### src/rtl/irq_pending_latch.sv
// Edge-triggered 16-source interrupt pending latch with ack/timeout FSM.
// Optional macro IRQ_INPUT_SYNC_EN adds a two-flop synchronizer on req.
module irq_pending_latch #(
   parameter int unsigned ACK_TIMEOUT = 15
) (
   input  logic        clk,
   input  logic        rst_n,
   input  logic [15:0] req,
   input  logic [15:0] mask,
   output logic [15:0] pend,
   output logic        irq,
   input  logic        ack,
   input  logic [3:0]  ack_idx,
   output logic        err,
   output logic        timeout
);

   localparam int unsigned NREQ = 16;
   localparam int unsigned CW   = 8;
   localparam logic [CW-1:0] CNT_MAX = CW'(ACK_TIMEOUT - 1);

   typedef enum logic [1:0] {ST_IDLE, ST_ACTIVE, ST_GAP} state_e;

   logic [NREQ-1:0] req_s;
   logic [NREQ-1:0] req_prev_q, req_prev_d;
   logic [NREQ-1:0] p_q, p_d;
   logic [NREQ-1:0] rise, clr_mask;
   logic [CW-1:0]   cnt_q, cnt_d;
   state_e          state_q, state_d;
   logic            irq_q, irq_d;
   logic            err_q, err_d;
   logic            timeout_q, timeout_d;
   logic            ack_legal;

`ifdef IRQ_INPUT_SYNC_EN
   logic [NREQ-1:0] sync1_q, sync1_d, sync2_q, sync2_d;

   always_comb begin
      sync1_d = req;
      sync2_d = sync1_q;
   end

   // Reset to ones so lines high at reset release never look like edges.
   always_ff @(posedge clk or negedge rst_n) begin
      if (!rst_n) begin
         sync1_q <= '1;
         sync2_q <= '1;
      end else begin
         sync1_q <= sync1_d;
         sync2_q <= sync2_d;
      end
   end

   assign req_s = sync2_q;
`else
   assign req_s = req;
`endif

   assign pend = p_q & mask;

   always_comb begin
      rise       = req_s & ~req_prev_q;
      req_prev_d = req_s;
      ack_legal  = ack && (state_q == ST_ACTIVE) && pend[ack_idx];
      clr_mask   = ack_legal ? (NREQ'(1) << ack_idx) : '0;
      // Set is OR-ed after the clear so a same-cycle edge wins.
      p_d        = (p_q & ~clr_mask) | rise;

      state_d    = state_q;
      cnt_d      = cnt_q;
      timeout_d  = 1'b0;
      err_d      = ack && !ack_legal;

      unique case (state_q)
         ST_IDLE: begin
            if (|pend) begin
               state_d = ST_ACTIVE;
               cnt_d   = '0;
            end
         end
         ST_ACTIVE: begin
            if (ack_legal) begin
               state_d = ST_GAP;
            end else if (!(|pend)) begin
               state_d = ST_IDLE;
            end else if (cnt_q == CNT_MAX) begin
               // An illegal ack at expiry defers the timeout so err and timeout never coincide.
               if (!ack) begin
                  state_d   = ST_GAP;
                  timeout_d = 1'b1;
               end
            end else begin
               cnt_d = cnt_q + CW'(1);
            end
         end
         ST_GAP: begin
            if (|pend) begin
               state_d = ST_ACTIVE;
               cnt_d   = '0;
            end else begin
               state_d = ST_IDLE;
            end
         end
         default: state_d = ST_IDLE;
      endcase

      irq_d = (state_d == ST_ACTIVE);
   end

   always_ff @(posedge clk or negedge rst_n) begin
      if (!rst_n) begin
         req_prev_q <= '1;
         p_q        <= '0;
         cnt_q      <= '0;
         state_q    <= ST_IDLE;
         irq_q      <= 1'b0;
         err_q      <= 1'b0;
         timeout_q  <= 1'b0;
      end else begin
         req_prev_q <= req_prev_d;
         p_q        <= p_d;
         cnt_q      <= cnt_d;
         state_q    <= state_d;
         irq_q      <= irq_d;
         err_q      <= err_d;
         timeout_q  <= timeout_d;
      end
   end

   assign irq     = irq_q;
   assign err     = err_q;
   assign timeout = timeout_q;

endmodule

### config.mk
export PLATFORM = sky130hd
export DESIGN_NAME = irq_pending_latch
export DESIGN_NICKNAME = d
export VERILOG_FILES = /design/src/rtl/irq_pending_latch.sv
export SDC_FILE = /design/constraint.sdc
export NUM_CORES = 1
export LEC_CHECK = 0
export CAP_MARGIN = 10
export CORE_MARGIN = 3
export CORE_UTILIZATION = 35
export CTS_BUF_LIST = sky130_fd_sc_hd__clkbuf_16
export DETAILED_ROUTE_END_ITERATION = 12
export PLACE_DENSITY_LB_ADDON = 0.15
export SYNTH_ARGS = -nofsm -noshare
export SYNTH_HDL_FRONTEND = slang
export SYNTH_SLANG_ARGS = --single-unit
### constraint.sdc
create_clock -name clk -period 2.5 [get_ports clk]
set_clock_uncertainty 0.15 [all_clocks]
set_input_delay 0.5 -clock clk [delete_from_list [all_inputs] [get_ports clk]]
set_output_delay 0.5 -clock clk [all_outputs]
set_load 0.02 [all_outputs]
# After elaboration in Yosys (flattened, before gate mapping)
# Cells that the tools add are included.
# totals
output_inout_bits	19
wordCells	53
regBits	45
# op_classes
n_mux	20
eq_ne	8
n_bitwise	6
n_reduce_logical	9
n_addsub	1
n_lt_le_gt_ge	1
n_shift	1
# op_table
operator	count
bitwise AND 16 bit	3
2-to-1 mux 8 bit	4
inverter 16 bit	2
2-to-1 mux 16 bit	1
bitwise OR 16 bit	1
case mux 8 bit (2 select lines)	1
OR reduction 16 bit	1
<< shifter 1 x 4 -> 16 bit, first input constant	1
2-to-1 mux 2 bit	5
adder 8 x 1 -> 8 bit, second input constant	1
equality test 8 x 4 -> 1 bit, second input constant	1
2-to-1 mux 1 bit	7
case mux 2 bit (3 select lines)	1
less-than comparator 4 x 5 -> 1 bit, second input constant	1
AND reduction 5 bit	1
binary-select mux 1 bit (select 4 bit)	1
equality test 2 x 1 -> 1 bit, second input constant	2
!= test 2 x 1 -> 1 bit, second input constant	2
!= test 2 bit, second input constant	2
logical AND 1 bit	3
equality test 2 bit, second input constant	1
zero test 2 bit	1
nonzero test 2 bit	1
OR reduction 2 bit	1
zero test 1 bit	1

# Longest topological paths before layout
# Gate-level depths: netlist of the first run.
# depth
ltp_word	8
depth_mapped	8
ltp_nobuf	7

# Worst setup path after synthesis of the first run
# Ideal clock, no wire load.
# synth_timing
path_type	input -> register
start	input port mask[10]
end	register cnt_q[1]
setup_slack_ns	0.134
n_path_buf	1
cell_stages	6
arrival_time_ns	2.079
required_ns	2.213
setup_ns	0.137
cell_sequence	and2_1 or4_4 or4_1 buf_2 o211ai_2 o22ai_1
# synth_via
elab_chain_cells	6
elab_cells_between_ends	9
classes_between	eq/ne: 3; mux: 2; bitwise: 1; reduce/logical: 3
# synth_rtl
element	line	text
start: declaration	9	input logic [15:0] mask,
bitwise AND 16 bit *	59	assign pend = p_q & mask;
binary-select mux 1 bit (select 4 bit)	64	ack_legal = ack && (state_q == ST_ACTIVE) && pend[ack_idx];
2-to-1 mux 1 bit (not written as such)	64	
logical AND 1 bit	64	
!= test 2 bit (no line)	-	
AND reduction 5 bit (no line) *	-	
end signal: assignment	122	cnt_q <= cnt_d;
end: declaration	28	logic [CW-1:0] cnt_q, cnt_d;
# Every way passes the cells marked *; elsewhere a longest branch is shown, timed or not. The select of a mux whose other input is x is not followed.
# A chain may end at the register's enable or synchronous reset.

# Worst setup path after layout of the first run
# layout_timing
start	input port mask[5]
end	output port pend[5]
# layout_via
elab_chain_cells	1
# layout_rtl
element	line	text
bitwise AND 16 bit	59	
end: declaration	10	output logic [15:0] pend,
# Every way passes these cells.

==> impl_metrics.yaml, run 1 <==
yosys:
  synth-compound-area-share: 0.1897
  syn_area_um2: 2177
  synth_nets: 266
  synthMuxAreaShare: 0.02011
  synthesis.instances: 225
  ys_seq_area_frac: 0.5264
  async_flop_share: 1.000
  yosysTopAreaCellShare: 0.3333
  synth_edf_count: 0
  synthSimpleGateAreaFrac: 0.1902
  synth_cell_types: 42
  synth_top_family_by_area: "simple AND/OR/NAND/NOR gates"
  yosysTopAreaCell: "dfrtp_1"
  synthFlopType: "dfrtp_1"
  yosysMostFrequentCell: "o21ai_0"
  synth.area.top_cells: "dfrtp_1 (33%), dfstp_2 (19%), o21ai_0 (7.1%)"
  yosysWarnings: 0
  synth_area_per_cell_um2: 9.676
  synth-xor-area-share: 0
  synth_commonest_cells: "o21ai_0 (31), dfrtp_1 (29), inv_1 (26)"
  ys_ff_latch: 45
  synth_adder_area_share: 0.01149
cells_and_area:
  antenna_cells: 0
  area_delta_synth_final_pct: 56.21
  multiInputGateArea_um2: 973.4
  fillCellCount: 551
  drive_above_1_share: 0.2883
  layoutNonFillerInstCount: 401
  register_area_um2: 1146
  nNetsFinal: 366
  utilization: 0.5710
flow_run:
  maxCapViolCount: 0
die:
  die-width_um: 84.87
  die_h_um: 84.87
  start_util: 0.3655
  die_area_um2: 7203
  row_count: 28
  fp.coreArea_um2: 5956
  boundaryPins: 58
timing:
  tightest_slew_ps: 320.3
  setup_violations: 0
  period_share: 0.9782
  slew_viol_final: 0
  final_hold_viol_count: 0
  rsz0062_at_grt: "no"
  fin_crit_ps: 2446
  fmax_ghz: 0.4089
  relSlewSlack: 0.7852
power_and_ir_drop:
  power_frac_comb: 0.302
  p_seq_frac: 0.387
  power_density_nw_per_um2: 680.8
  pwr-share-clk: 0.311
  p_leak_nw: 1.609
  switching_share: 0.2890
  p_sw_mw: 0.6690
  ir_drop_v: 0.0005269
  intPower_mw: 1.646
route:
  routed_wl_um: 5448
  drc: 0
  drt_pass1_iterations: 4
  num_vias: 1981
  ant_nets: 0
  drtIter0Drc: 73
  vias_per_cell: 4.940
  wl_per_cell_um: 13.59
clock_tree:
  clock_latency_ps: 280
  cts_tree: "built"
  cts-root-buf: "clkbuf_16"
  cts_max_path_buffers: 2
  cts_sinks: 45
  htreeDepth: 2
  numCtsBuffers: 5
  path_clk_slew_ps: 60
global_route:
  grt_start_max_net_pins: 21
  grt_pass1_wl_um: 9301
  grt_usage: 0.1627
  grt_pass1_vias: 1913
  antenna_found_initial: 0
  grt.overflow.total: 0
hold_path:
  min_from: "p_q[10]$_DFF_PN0_"
  hold_class: "flop to flop"
critical_path:
  critical_path_arrival_ps: 1800
  crit_top_cell: "clkdlybuf4s50_1"
  crit_fanout: 2
  reg2reg_from: "p_q[12]$_DFF_PN0_"
  crit_slowest_cell: "clkdlybuf4s50_1"
  crit_path_end_kind: "output pin"
  cp-start-kind: "input pin"
  cp_cell_sequence: "clkdlybuf4s50_1 -> nand2_1 -> inv_1 -> buf_4 -> clkdlybuf4s50_1"
  worstPathRequired_ps: 1850
  slowest_delay_ps: 590
  critPathKind: "input pin to output pin"
  cp-startpoint: "mask[5]"
run_status:
  status: "completed"
placed_design:
  dp_hpwl_um: 4393
  gp_congestion: 0.7889
  port_buffers: 57
  dp_cells: 390
[logic make-up after synthesis]
| group | Yosys count |
|---|---|
| adder cells (fa/ha/maj) | 2 |
| AO/OA/AOI/OAI | 64 |
| buffers and inverters | 35 |
| flip-flops | 45 |
| multiplexers | 3 |
| AND/OR/NAND/NOR | 76 |
[metrics by stage]
step | area [µm²] | hold WS, ps | setup WS (ps) | power, mW | TNS, ps
2_1_floorplan | 2177 | 54.41 | 134.1 | 1.257 | 0
3_3_place_gp | 3114 | 203.1 | -339.6 | 1.568 | -5636
3_5_place_dp | 3114 | 202.1 | -379.7 | 1.575 | -5783
4_1_cts | 3316 | 326.7 | 5.780 | 2.324 | 0
5_1_grt | 3401 | 367.7 | 3.915 | 2.454 | 0
6_report | 3401 | 327.5 | 54.45 | 2.315 | 0
[cell type report]
class	instances	area share
multi-input combinational	145	0.2862
clock buffer	5	0.03679
inverter	26	0.02870
clock inverter	3	0.01104
tap	75	0.02759
sequential	45	0.3370
timing repair buffer	102	0.2726
[sequential cells by signal (all words and copies together), names as in the netlist]
signal	count
cnt_q	8
err	1
irq	1
p_q	16
req_prev_q	16
state_q	2
timeout	1
[critical path: cells and delay by family]
family | cells | cell delay [ps]
buf+inv | 4 | 1230
simple gates | 1 | 70
[power by group through the flow]
stage	clock (mW)	combinational, mW	sequential [mW]
5_1_grt	0.772	0.773	0.910
3_5_place_dp	0	0.667	0.908
6_report	0.721	0.698	0.896
4_1_cts	0.736	0.692	0.896
2_1_floorplan	0	0.374	0.883
3_3_place_gp	0	0.662	0.906
[layout by cell type (no fill, tap or decap), types with 8 or more instances in the layout]
master,count
buf_4,46
dfrtp_1,29
inv_1,27
nor2_1,8
o211ai_1,8
nand2_1,21
clkdlybuf4s50_1,37
o21ai_0,31
dlymetal6s2s_1,12
dfstp_2,16
[repair_timing]
item                                   4_1_cts  5_1_grt
hold buffers                                 1        0
endpoints found under the hold margin        3        0
buffers inserted                             0        2
gates resized for setup                     11       26
pin swaps                                    2        7
setup endpoints to repair                   13       22
[final timing paths]
check                                      endpoint  slack [ps]  depth (start not counted)
max                                         pend[5]          50                          5
min                               p_q[10]$_DFF_PN0_         330                          2
max reg2reg                    cnt_q[5]$_DFFE_PN0P_         230                          8
min reg2reg                       p_q[10]$_DFF_PN0_         330                          2
max in group asynchronous  req_prev_q[10]$_DFF_PN1_        1230                          3
min in group asynchronous          p_q[2]$_DFF_PN0_         430                          2
[metal layers]
layer | vias to the layer above | track usage | routed length, µm
li1 | 986 | - | -
met1 | 941 | 0.2091 | 2431
met4 | 0 | 0.05180 | 72
met2 | 47 | 0.2712 | 2660
met5 | - | 0 | 0
met3 | 7 | 0.03981 | 283
Power figures use the tool's default switching activity.
==> inputs of run 2 (changes only) <==
- ABC_CLOCK_PERIOD_IN_PS: unset -> 2500
- CTS_BUF_LIST: sky130_fd_sc_hd__clkbuf_16 -> sky130_fd_sc_hd__clkbuf_4 sky130_fd_sc_hd__clkbuf_8 sky130_fd_sc_hd__clkbuf_16
- SLEW_MARGIN: unset -> 20
==> impl_metrics.yaml, run 2 (synthesized netlist as in run 1, its figures left out) <==
die:
  die_h_um: 84.87
  row_count: 28
  fp.coreArea_um2: 5956
  boundaryPins: 58
  die_area_um2: 7203
  start_util: 0.3655
  die-width_um: 84.87
route:
  drc: 0
  num_vias: 1950
  vias_per_cell: 4.863
  routed_wl_um: 5497
  top_layer: "met4"
  drtIter0Drc: 77
  wl_met2_um: 2687
  dr_wl_met3_um: 278
  wl_met1_um: 2489
  wl_per_cell_um: 13.71
  ant_nets: 0
  drt_pass1_iterations: 4
power_and_ir_drop:
  pwr-share-clk: 0.265
  ir_drop_v: 0.0004585
  power_density_nw_per_um2: 646.2
  p_leak_nw: 1.573
  p_total_mw: 2.168
  p_seq_frac: 0.413
  p_sw_mw: 0.6509
  intPower_mw: 1.517
  power_frac_comb: 0.322
  switching_share: 0.3003
critical_path:
  crit_slowest_cell: "clkdlybuf4s50_1"
  r2r_end: "cnt_q[5]$_DFFE_PN0P_"
  reg2reg_from: "p_q[12]$_DFF_PN0_"
  cp-startpoint: "mask[3]"
  rrSetupSlack_ps: 220
  cp_cell_sequence: "clkdlybuf4s50_1 -> nand2_1 -> inv_1 -> buf_4 -> clkdlybuf4s50_1"
  critPathKind: "input pin to output pin"
  reg2reg_depth: 8
  crit_top_cell: "clkdlybuf4s50_1"
  path_buf_inv: 4
  slowest_delay_ps: 600
  crit_fanout: 2
  crit_cells: 5
  crit_end: "pend[3]"
  critical_path_arrival_ps: 1800
  crit_path_end_kind: "output pin"
  worstPathRequired_ps: 1850
  cp_top_family: "buffers and inverters"
  cp-start-kind: "input pin"
clock_tree:
  clock_latency_ps: 300
  cts_max_path_buffers: 2
  path_clk_slew_ps: 80
  htreeDepth: 2
  cts_tree: "built"
  cts-root-buf: "clkbuf_8"
  cts_sinks: 45
  numCtsBuffers: 5
placed_design:
  port_buffers: 57
  dp_hpwl_um: 4393
  dp_cells: 390
  gp_congestion: 0.7889
  placed_area_um2: 3114
global_route:
  grt.overflow.total: 0
  grt_start_max_net_pins: 21
  antenna_found_initial: 0
  grt_usage: 0.1618
  grt_pass1_wl_um: 9259
  grt_pass1_vias: 1912
timing:
  relSlewSlack: 0.7868
  fin_crit_ps: 2452
  slew_viol_final: 0
  final_hold_viol_count: 0
  setup_tns_ps: 0
  rsz0062_at_grt: "yes"
  period_share: 0.9806
  setup_violations: 0
  fmax_ghz: 0.4079
  tightest_slew_ps: 317.4
flow_run:
  maxCapViolCount: 0
cells_and_area:
  final_common_cell: "buf_4"
  antenna_cells: 0
  drive_above_1_share: 0.2761
  area_delta_synth_final_pct: 54.08
  top_regs: "p_q x16, req_prev_q x16, cnt_q x8"
  final_cell_mix: "buf_4 (43), clkdlybuf4s50_1 (41), o21ai_0 (31)"
  nNetsFinal: 366
  layoutNonFillerInstCount: 401
  fin_area_um2: 3354
hold_path:
  hold_class: "flop to flop"
run_status:
  status: "completed"
run 2: cell types whose count changed in the layout (fill, tap and decap cells not counted), sizes merged:
cell / delta
clkdlybuf4s50: +4
buf: -3
clkbuf: +2
clkinv: -1
dlymetal6s2s: -1
inv: -1
run 2: routing by layer:
metal / up-vias / track usage
met2: 48 / 0.2633
li1: 988 / -
met1: 910 / 0.2097
met3: 4 / 0.05243
met4: 0 / 0.04173
met5: - / 0
run 2: area by class of cell:
cell class / instances / area, µm²
clock buffer: 7 / 90.09
clock inverter: 1 / 30.03
fill: 555 / 2601
inverter: 26 / 97.59
multi-input combinational: 145 / 964.7
sequential: 45 / 1146
tap: 75 / 93.84
timing repair buffer: 102 / 932.1
run 2: stage by stage:
| stage | hold WS [ps] | util | setup slack [ps] |
|---|---|---|---|
| floorplan | 54.41 | - | 134.1 |
| global placement | 203.1 | 0.5229 | -339.6 |
| detailed placement | 202.1 | 0.5229 | -379.7 |
| CTS | 331.7 | 0.5458 | -2.757 |
| global route | 373.1 | 0.5632 | -1.749 |
| finish | 337.0 | 0.5632 | 48.41 |
run 2: how the worst min path moves through the flow:
stage                                   from              endpoint  depth (start not counted)
floorplan                              rst_n  cnt_q[0]$_DFFE_PN0P_                          0
global placement                       rst_n      p_q[2]$_DFF_PN0_                          1
detailed placement                     rst_n      p_q[2]$_DFF_PN0_                          1
CTS                        p_q[10]$_DFF_PN0_     p_q[10]$_DFF_PN0_                          2
global route        req_prev_q[11]$_DFF_PN1_     p_q[11]$_DFF_PN0_                          1
finish                     p_q[10]$_DFF_PN0_     p_q[10]$_DFF_PN0_                          2
run 2: tightest hold or removal path, stage by stage (launching register included):
cell and delay (ps):
dfrtp_1 350, nand2_1 50, o21ai_0 60
run 2: power groups by stage:
stage | sequential, mW | combinational (mW) | clock [mW]
2_1_floorplan | 0.883 | 0.374 | 0
3_3_place_gp | 0.906 | 0.662 | 0
3_5_place_dp | 0.908 | 0.667 | 0
4_1_cts | 0.895 | 0.670 | 0.593
5_1_grt | 0.910 | 0.775 | 0.624
6_report | 0.896 | 0.697 | 0.574
run 2: timing repair:
item / CTS / global route
resized for setup: 7 / 23
setup endpoints to repair: 11 / 19
gates cloned: 0 / 0
pin swaps: 0 / 4
hold buffers: 1 / 0
endpoints found under the hold margin: 3 / 0
buffers inserted: 0 / 2
